--- src/rtl/tl_ad_buffer.sv ---
// A/D channel decoupling FIFOs for a single-beat TL-UH client edge, with an outstanding-request cap.
// Optional TL_AD_BUF_FLOW_EN: zero-latency flow-through while a FIFO is empty.
module tl_ad_buffer #(
  parameter int unsigned A_DEPTH      = 2,
  parameter int unsigned D_DEPTH      = 2,
  parameter int unsigned MAX_INFLIGHT = 8
) (
  input  logic        clock,
  input  logic        reset,
  input  logic        auto_in_a_valid,
  output logic        auto_in_a_ready,
  input  logic [2:0]  auto_in_a_bits_opcode,
  input  logic [2:0]  auto_in_a_bits_param,
  input  logic [2:0]  auto_in_a_bits_size,
  input  logic [6:0]  auto_in_a_bits_source,
  input  logic [31:0] auto_in_a_bits_address,
  input  logic [7:0]  auto_in_a_bits_mask,
  input  logic [63:0] auto_in_a_bits_data,
  input  logic        auto_in_a_bits_corrupt,
  output logic        auto_out_a_valid,
  input  logic        auto_out_a_ready,
  output logic [2:0]  auto_out_a_bits_opcode,
  output logic [2:0]  auto_out_a_bits_param,
  output logic [2:0]  auto_out_a_bits_size,
  output logic [6:0]  auto_out_a_bits_source,
  output logic [31:0] auto_out_a_bits_address,
  output logic [7:0]  auto_out_a_bits_mask,
  output logic [63:0] auto_out_a_bits_data,
  output logic        auto_out_a_bits_corrupt,
  input  logic        auto_out_d_valid,
  output logic        auto_out_d_ready,
  input  logic [2:0]  auto_out_d_bits_opcode,
  input  logic [1:0]  auto_out_d_bits_param,
  input  logic [2:0]  auto_out_d_bits_size,
  input  logic [6:0]  auto_out_d_bits_source,
  input  logic [2:0]  auto_out_d_bits_sink,
  input  logic        auto_out_d_bits_denied,
  input  logic [63:0] auto_out_d_bits_data,
  input  logic        auto_out_d_bits_corrupt,
  output logic        auto_in_d_valid,
  input  logic        auto_in_d_ready,
  output logic [2:0]  auto_in_d_bits_opcode,
  output logic [1:0]  auto_in_d_bits_param,
  output logic [2:0]  auto_in_d_bits_size,
  output logic [6:0]  auto_in_d_bits_source,
  output logic [2:0]  auto_in_d_bits_sink,
  output logic        auto_in_d_bits_denied,
  output logic [63:0] auto_in_d_bits_data,
  output logic        auto_in_d_bits_corrupt
);

  localparam int unsigned A_W  = 121;
  localparam int unsigned D_W  = 84;
  localparam int unsigned A_PW = (A_DEPTH > 1) ? $clog2(A_DEPTH) : 1;
  localparam int unsigned D_PW = (D_DEPTH > 1) ? $clog2(D_DEPTH) : 1;
  localparam int unsigned A_CW = $clog2(A_DEPTH + 1);
  localparam int unsigned D_CW = $clog2(D_DEPTH + 1);

  localparam logic [A_PW-1:0] A_LAST   = A_PW'(A_DEPTH - 1);
  localparam logic [D_PW-1:0] D_LAST   = D_PW'(D_DEPTH - 1);
  localparam logic [A_CW-1:0] A_FULL   = A_CW'(A_DEPTH);
  localparam logic [D_CW-1:0] D_FULL   = D_CW'(D_DEPTH);
  localparam logic [6:0]      MAX_INFL = 7'(MAX_INFLIGHT);

  logic [A_W-1:0]  a_mem [A_DEPTH];
  logic [A_PW-1:0] a_wptr_q, a_rptr_q;
  logic [A_CW-1:0] a_cnt_q;
  logic [A_W-1:0]  a_in_bits, a_head;
  logic            a_full, a_empty, a_avail, a_bypass;
  logic            a_in_fire, a_out_fire, a_push, a_pop;

  logic [D_W-1:0]  d_mem [D_DEPTH];
  logic [D_PW-1:0] d_wptr_q, d_rptr_q;
  logic [D_CW-1:0] d_cnt_q;
  logic [D_W-1:0]  d_in_bits, d_head;
  logic            d_full, d_empty, d_avail, d_bypass;
  logic            d_in_fire, d_out_fire, d_push, d_pop;

  logic [6:0]      inflight_q;
  logic            inflight_ok;

  assign a_in_bits = {auto_in_a_bits_opcode, auto_in_a_bits_param, auto_in_a_bits_size,
                      auto_in_a_bits_source, auto_in_a_bits_address, auto_in_a_bits_mask,
                      auto_in_a_bits_data, auto_in_a_bits_corrupt};
  assign d_in_bits = {auto_out_d_bits_opcode, auto_out_d_bits_param, auto_out_d_bits_size,
                      auto_out_d_bits_source, auto_out_d_bits_sink, auto_out_d_bits_denied,
                      auto_out_d_bits_data, auto_out_d_bits_corrupt};

  assign a_full  = (a_cnt_q == A_FULL);
  assign a_empty = (a_cnt_q == '0);
  assign d_full  = (d_cnt_q == D_FULL);
  assign d_empty = (d_cnt_q == '0);

  assign auto_in_a_ready  = !a_full;
  assign auto_out_d_ready = !d_full;
  assign inflight_ok      = (inflight_q < MAX_INFL);

`ifdef TL_AD_BUF_FLOW_EN
  // An empty FIFO presents the incoming beat directly; it is stored only if not taken.
  assign a_head   = a_empty ? a_in_bits : a_mem[a_rptr_q];
  assign a_avail  = a_empty ? auto_in_a_valid : 1'b1;
  assign a_bypass = a_empty && a_out_fire;
  assign d_head   = d_empty ? d_in_bits : d_mem[d_rptr_q];
  assign d_avail  = d_empty ? auto_out_d_valid : 1'b1;
  assign d_bypass = d_empty && d_out_fire;
`else
  assign a_head   = a_mem[a_rptr_q];
  assign a_avail  = !a_empty;
  assign a_bypass = 1'b0;
  assign d_head   = d_mem[d_rptr_q];
  assign d_avail  = !d_empty;
  assign d_bypass = 1'b0;
`endif

  assign auto_out_a_valid = a_avail && inflight_ok;
  assign auto_in_d_valid  = d_avail;

  assign a_in_fire  = auto_in_a_valid && auto_in_a_ready;
  assign a_out_fire = auto_out_a_valid && auto_out_a_ready;
  assign d_in_fire  = auto_out_d_valid && auto_out_d_ready;
  assign d_out_fire = auto_in_d_valid && auto_in_d_ready;

  assign a_push = a_in_fire && !a_bypass;
  assign a_pop  = a_out_fire && !a_bypass;
  assign d_push = d_in_fire && !d_bypass;
  assign d_pop  = d_out_fire && !d_bypass;

  assign {auto_out_a_bits_opcode, auto_out_a_bits_param, auto_out_a_bits_size,
          auto_out_a_bits_source, auto_out_a_bits_address, auto_out_a_bits_mask,
          auto_out_a_bits_data, auto_out_a_bits_corrupt} = a_head;
  assign {auto_in_d_bits_opcode, auto_in_d_bits_param, auto_in_d_bits_size,
          auto_in_d_bits_source, auto_in_d_bits_sink, auto_in_d_bits_denied,
          auto_in_d_bits_data, auto_in_d_bits_corrupt} = d_head;

  always_ff @(posedge clock) begin
    if (a_push) a_mem[a_wptr_q] <= a_in_bits;
    if (d_push) d_mem[d_wptr_q] <= d_in_bits;
  end

  always_ff @(posedge clock or negedge reset) begin
    if (!reset) begin
      a_wptr_q <= '0;
      a_rptr_q <= '0;
      a_cnt_q  <= '0;
    end else begin
      if (a_push) a_wptr_q <= (a_wptr_q == A_LAST) ? '0 : a_wptr_q + A_PW'(1);
      if (a_pop)  a_rptr_q <= (a_rptr_q == A_LAST) ? '0 : a_rptr_q + A_PW'(1);
      case ({a_push, a_pop})
        2'b10:   a_cnt_q <= a_cnt_q + A_CW'(1);
        2'b01:   a_cnt_q <= a_cnt_q - A_CW'(1);
        default: a_cnt_q <= a_cnt_q;
      endcase
    end
  end

  always_ff @(posedge clock or negedge reset) begin
    if (!reset) begin
      d_wptr_q <= '0;
      d_rptr_q <= '0;
      d_cnt_q  <= '0;
    end else begin
      if (d_push) d_wptr_q <= (d_wptr_q == D_LAST) ? '0 : d_wptr_q + D_PW'(1);
      if (d_pop)  d_rptr_q <= (d_rptr_q == D_LAST) ? '0 : d_rptr_q + D_PW'(1);
      case ({d_push, d_pop})
        2'b10:   d_cnt_q <= d_cnt_q + D_CW'(1);
        2'b01:   d_cnt_q <= d_cnt_q - D_CW'(1);
        default: d_cnt_q <= d_cnt_q;
      endcase
    end
  end

  // A D beat with nothing outstanding is a protocol error; hold at zero rather than wrap.
  always_ff @(posedge clock or negedge reset) begin
    if (!reset) begin
      inflight_q <= '0;
    end else if (a_out_fire && !d_out_fire) begin
      inflight_q <= inflight_q + 7'd1;
    end else if (!a_out_fire && d_out_fire && (inflight_q != '0)) begin
      inflight_q <= inflight_q - 7'd1;
    end
  end

  a_size_legal: assert property (@(posedge clock) disable iff (!reset)
    auto_in_a_valid |-> (auto_in_a_bits_size <= 3'd3));
  a_valid_held: assert property (@(posedge clock) disable iff (!reset)
    (auto_in_a_valid && !auto_in_a_ready) |=> auto_in_a_valid);
  d_valid_held: assert property (@(posedge clock) disable iff (!reset)
    (auto_out_d_valid && !auto_out_d_ready) |=> auto_out_d_valid);
  d_has_request: assert property (@(posedge clock) disable iff (!reset)
    d_out_fire |-> (inflight_q != '0));

endmodule

--- config.mk ---
export PLATFORM = sky130hd
export DESIGN_NAME = tl_ad_buffer
export DESIGN_NICKNAME = d
export VERILOG_FILES = /design/src/rtl/tl_ad_buffer.sv
export SDC_FILE = /design/constraint.sdc
export NUM_CORES = 1
export LEC_CHECK = 0
export BUFFER_PORTS_ARGS = -buffer_cell sky130_fd_sc_hd__buf_2
export CAP_MARGIN = 15
export CORE_ASPECT_RATIO = 0.7
export CORE_UTILIZATION = 35
export DETAILED_ROUTE_END_ITERATION = 10
export MAX_ROUTING_LAYER = met4
export PLACE_DENSITY_LB_ADDON = 0.3
export SETUP_SLACK_MARGIN = 0.3
export SYNTH_ARGS = -nofsm -noshare
export SYNTH_HDL_FRONTEND = slang
export SYNTH_SLANG_ARGS = --single-unit
export TNS_END_PERCENT = 100
--- constraint.sdc ---
create_clock -name clock -period 8.75 [get_ports clock]
set_clock_uncertainty 0.05 [all_clocks]
set_input_delay 2.1875 -clock clock [delete_from_list [all_inputs] [get_ports clock]]
set_output_delay 2.1875 -clock clock [all_outputs]
set_load 0.01 [all_outputs]
==> run_results.csv <==
group,metric,value,unit
placed_design,port_buffers,419,
synthesis,synth_cell_types,32,
setup_path,start_kind,"register",
floorplanning,die_h,179,µm
synthesis,synth_top_family_by_area,"multiplexers",
synthesis,syn-num-nets,949,
timing,hold_violations,0,
pwr,power.density,340,nW/µm²
drt,wl_per_cell,20.1,µm
setup_path,worst_ep_required_time,6510,ps
clocking,clock_latency,530,ps
synthesis,async_flop_share,3.53,%
global_route,grt.total_usage,15.8,%
final_layout,syn2layout_area_growth,27.2,%
status,outcome,"completed",
timing,rsz0062_at_grt,"no",
synthesis,ys.flop_type,"edfxtp_1",
timing,worstMarginPinSlew,1050,ps
floorplanning,die_x,255,µm
clocking,cts.path.max_buffers,3,
drt,drc_errors,0,
clocking,htreeDepth,2,
pwr,irDropWorstVdd,0.204,mV
synthesis,ys_seq_area_share,81.2,%
final_layout,layoutNonFillerInstCount,1815,
worst_hold_path,hold_class,"register to register",
clocking,clock-root-buffer,"clkbuf_16",
synthesis,synth_edf_count,410,
synthesis,synth-compound-area-share,0.808,%
global_route,grt_overflow,0,
global_route,grt_pass1_wl,51.6,mm
global_route,grt_pass1_vias,8385,
timing,slew_headroom,29.7,%
drt,routed_via_density,4.52,
final_layout,finalNetCount,1398,
drt,drt-initial-drc-count,495,
drt,ant_nets,0,
pwr,p_leak,7.40,nW
worst_hold_path,hp-start,"inflight_q[6]",
placed_design,dp_hpwl,25.4,mm
clocking,cts_tree,"built",
clocking,path_clk_slew,60,ps
global_route,antenna_found_initial,10,
floorplanning,row_count,64,
floorplanning,pin_count,420,
synthesis,netlist_area,15600,µm²
placed_design,placed_cells,1727,
timing,slew_violations,0,
final_layout,drive_gt1_share,58.0,%
flow_run,maxCapViolations,0,
floorplanning,start_util,35.6,%
setup_path,arrival,2920,ps
synthesis,ys_ff_latch,425,
clocking,cts_inserted_buffers,43,
clocking,cts_sinks,425,
drt,first_pass_iters,4,
synthesis,yosysWarningCount,0,
drt,wirelength,36.6,mm
timing,setup_viol,0,
synthesis,synthSimpleGateAreaFrac,1.02,%
timing,finalCritPeriodShare,59.0,%
placed_design,place.gp.congestion,0.787,
drt,num_vias,8196,
floorplanning,die_area,45500,µm²
timing,finalSetupTns,0,ps
setup_path,end_kind,"output pin",
setup_path,critPathLaunch,"a_rptr_q",
synthesis,synthCells,729,
synthesis,synth_fa_ha_area_share,0.768,%
synthesis,synth_mux_area_share,14.8,%
synthesis,synth-xor-area-share,0.728,%
setup_path,reg2reg_from,"a_cnt_q[0]",
clocking,cts_resized,0,
setup_path,critPathMaxFanout,78,
floorplanning,core,43900,µm²
clocking,cts_hold_buf,0,
clocking,post-cts-setup-buffers,0,
synthesis,syn_area_per_cell,21.4,µm²
global_route,grt_max_degree,79,
timing,fmax,194,MHz
setup_path,path_class,"register to output pin",
timing,period_minus_slack,5160,ps
timing,whs,428,ps
[per-layer routing]
metal,global-route usage [%],vias to the layer above,wire (µm)
met4,5.74,0,842
met5,-,-,0
li1,-,3803,-
met1,18.9,4170,14800
met3,3.02,58,1440
met2,26.7,165,19500
[path summary, 6_finish.rpt]
path,end,slack (ps),cells past startpoint
setup / recovery,auto_out_a_bits_address[4],3590,3
hold / removal,inflight_q[6],430,1
setup reg to reg,a_mem[0][25],5860,5
hold reg to reg,inflight_q[6],430,1
max in group asynchronous,a_rptr_q,6830,1
min in group asynchronous,inflight_q[0],1510,1
[placed cells by master (no fill, tap or decap), types with 8 or more instances in the layout]
cell type / netlist / routed
buf_2: 0 / 419
buf_4: 0 / 8
clkbuf_1: 16 / 10
clkbuf_16: 0 / 45
clkinv_1: 0 / 11
dfrtp_1: 15 / 13
diode_2: 0 / 10
edfxtp_1: 410 / 410
ha_1: 8 / 8
mux2_2: 205 / 205
nor2_1: 11 / 9
[kinds of logic after synthesis]
logic type               Yosys count
XOR/XNOR                          13
AO/OA/AOI/OAI                     18
AND/OR/NAND/NOR                   31
adder cells (fa/ha/maj)            9
buffers and inverters             27
multiplexers                     206
flip-flops                       425
[critical path, cell delays in order (launching register included)]
cell	delay [ps]
dfrtp_4	830
buf_4	880
mux2_2	420
buf_2	160
[state kept, by name (all words and copies together) (netlist names)]
signal	cells
a_cnt_q	2
a_mem	242
a_rptr_q	1
a_wptr_q	1
d_cnt_q	2
d_mem	168
d_rptr_q	1
d_wptr_q	1
inflight_q	7
[synth_stat cells, drive strengths merged (2+ instances only)]
cell type | count | share of area [%]
edfxtp | 410 | 79
mux2 | 205 | 15
clkbuf | 16 | 0.38
dfrtp | 15 | 2.4
nor2 | 11 | 0.26
ha | 8 | 0.64
buf | 7 | 0.17
nand2 | 7 | 0.17
xnor2 | 7 | 0.39
xor2 | 6 | 0.34
a21oi | 5 | 0.23
nand2b | 4 | 0.16
inv | 3 | 0.072
o21ai | 3 | 0.096
o31ai | 3 | 0.14
a21boi | 2 | 0.096
a21o | 2 | 0.096
and3 | 2 | 0.080
or2 | 2 | 0.080
or3 | 2 | 0.11
[cell type report]
type / count / area, µm²
diodes: 10 / 25.0
clock buffers: 56 / 1180
clock inverters: 22 / 200
fillers: 3922 / 24000
inverters: 4 / 20.0
multi-input cells: 277 / 2860
flip-flops and latches: 425 / 12700
well taps: 594 / 743
repair buffers: 427 / 2160
[stage by stage]
step / util, % / power, mW / cell area, µm² / setup slack, ps
global placement: 42.1 / 5.01 / 18500 / 4130
finish: 45.3 / 6.76 / 19900 / 3590
detailed placement: 42.1 / 5.05 / 18500 / 4070
CTS: 45.2 / 6.88 / 19900 / 3470
global route: 45.3 / 7.11 / 19900 / 3400
floorplan: - / 4.25 / 15600 / 784
[power breakdown]
part | total [mW] | switching (mW) | internal, mW
sequential | 2.97 | 0.179 | 2.80
clock | 1.80 | 0.741 | 1.06
combinational | 1.98 | 1.11 | 0.874
Note: power is estimated with default switching activity, not from simulation.
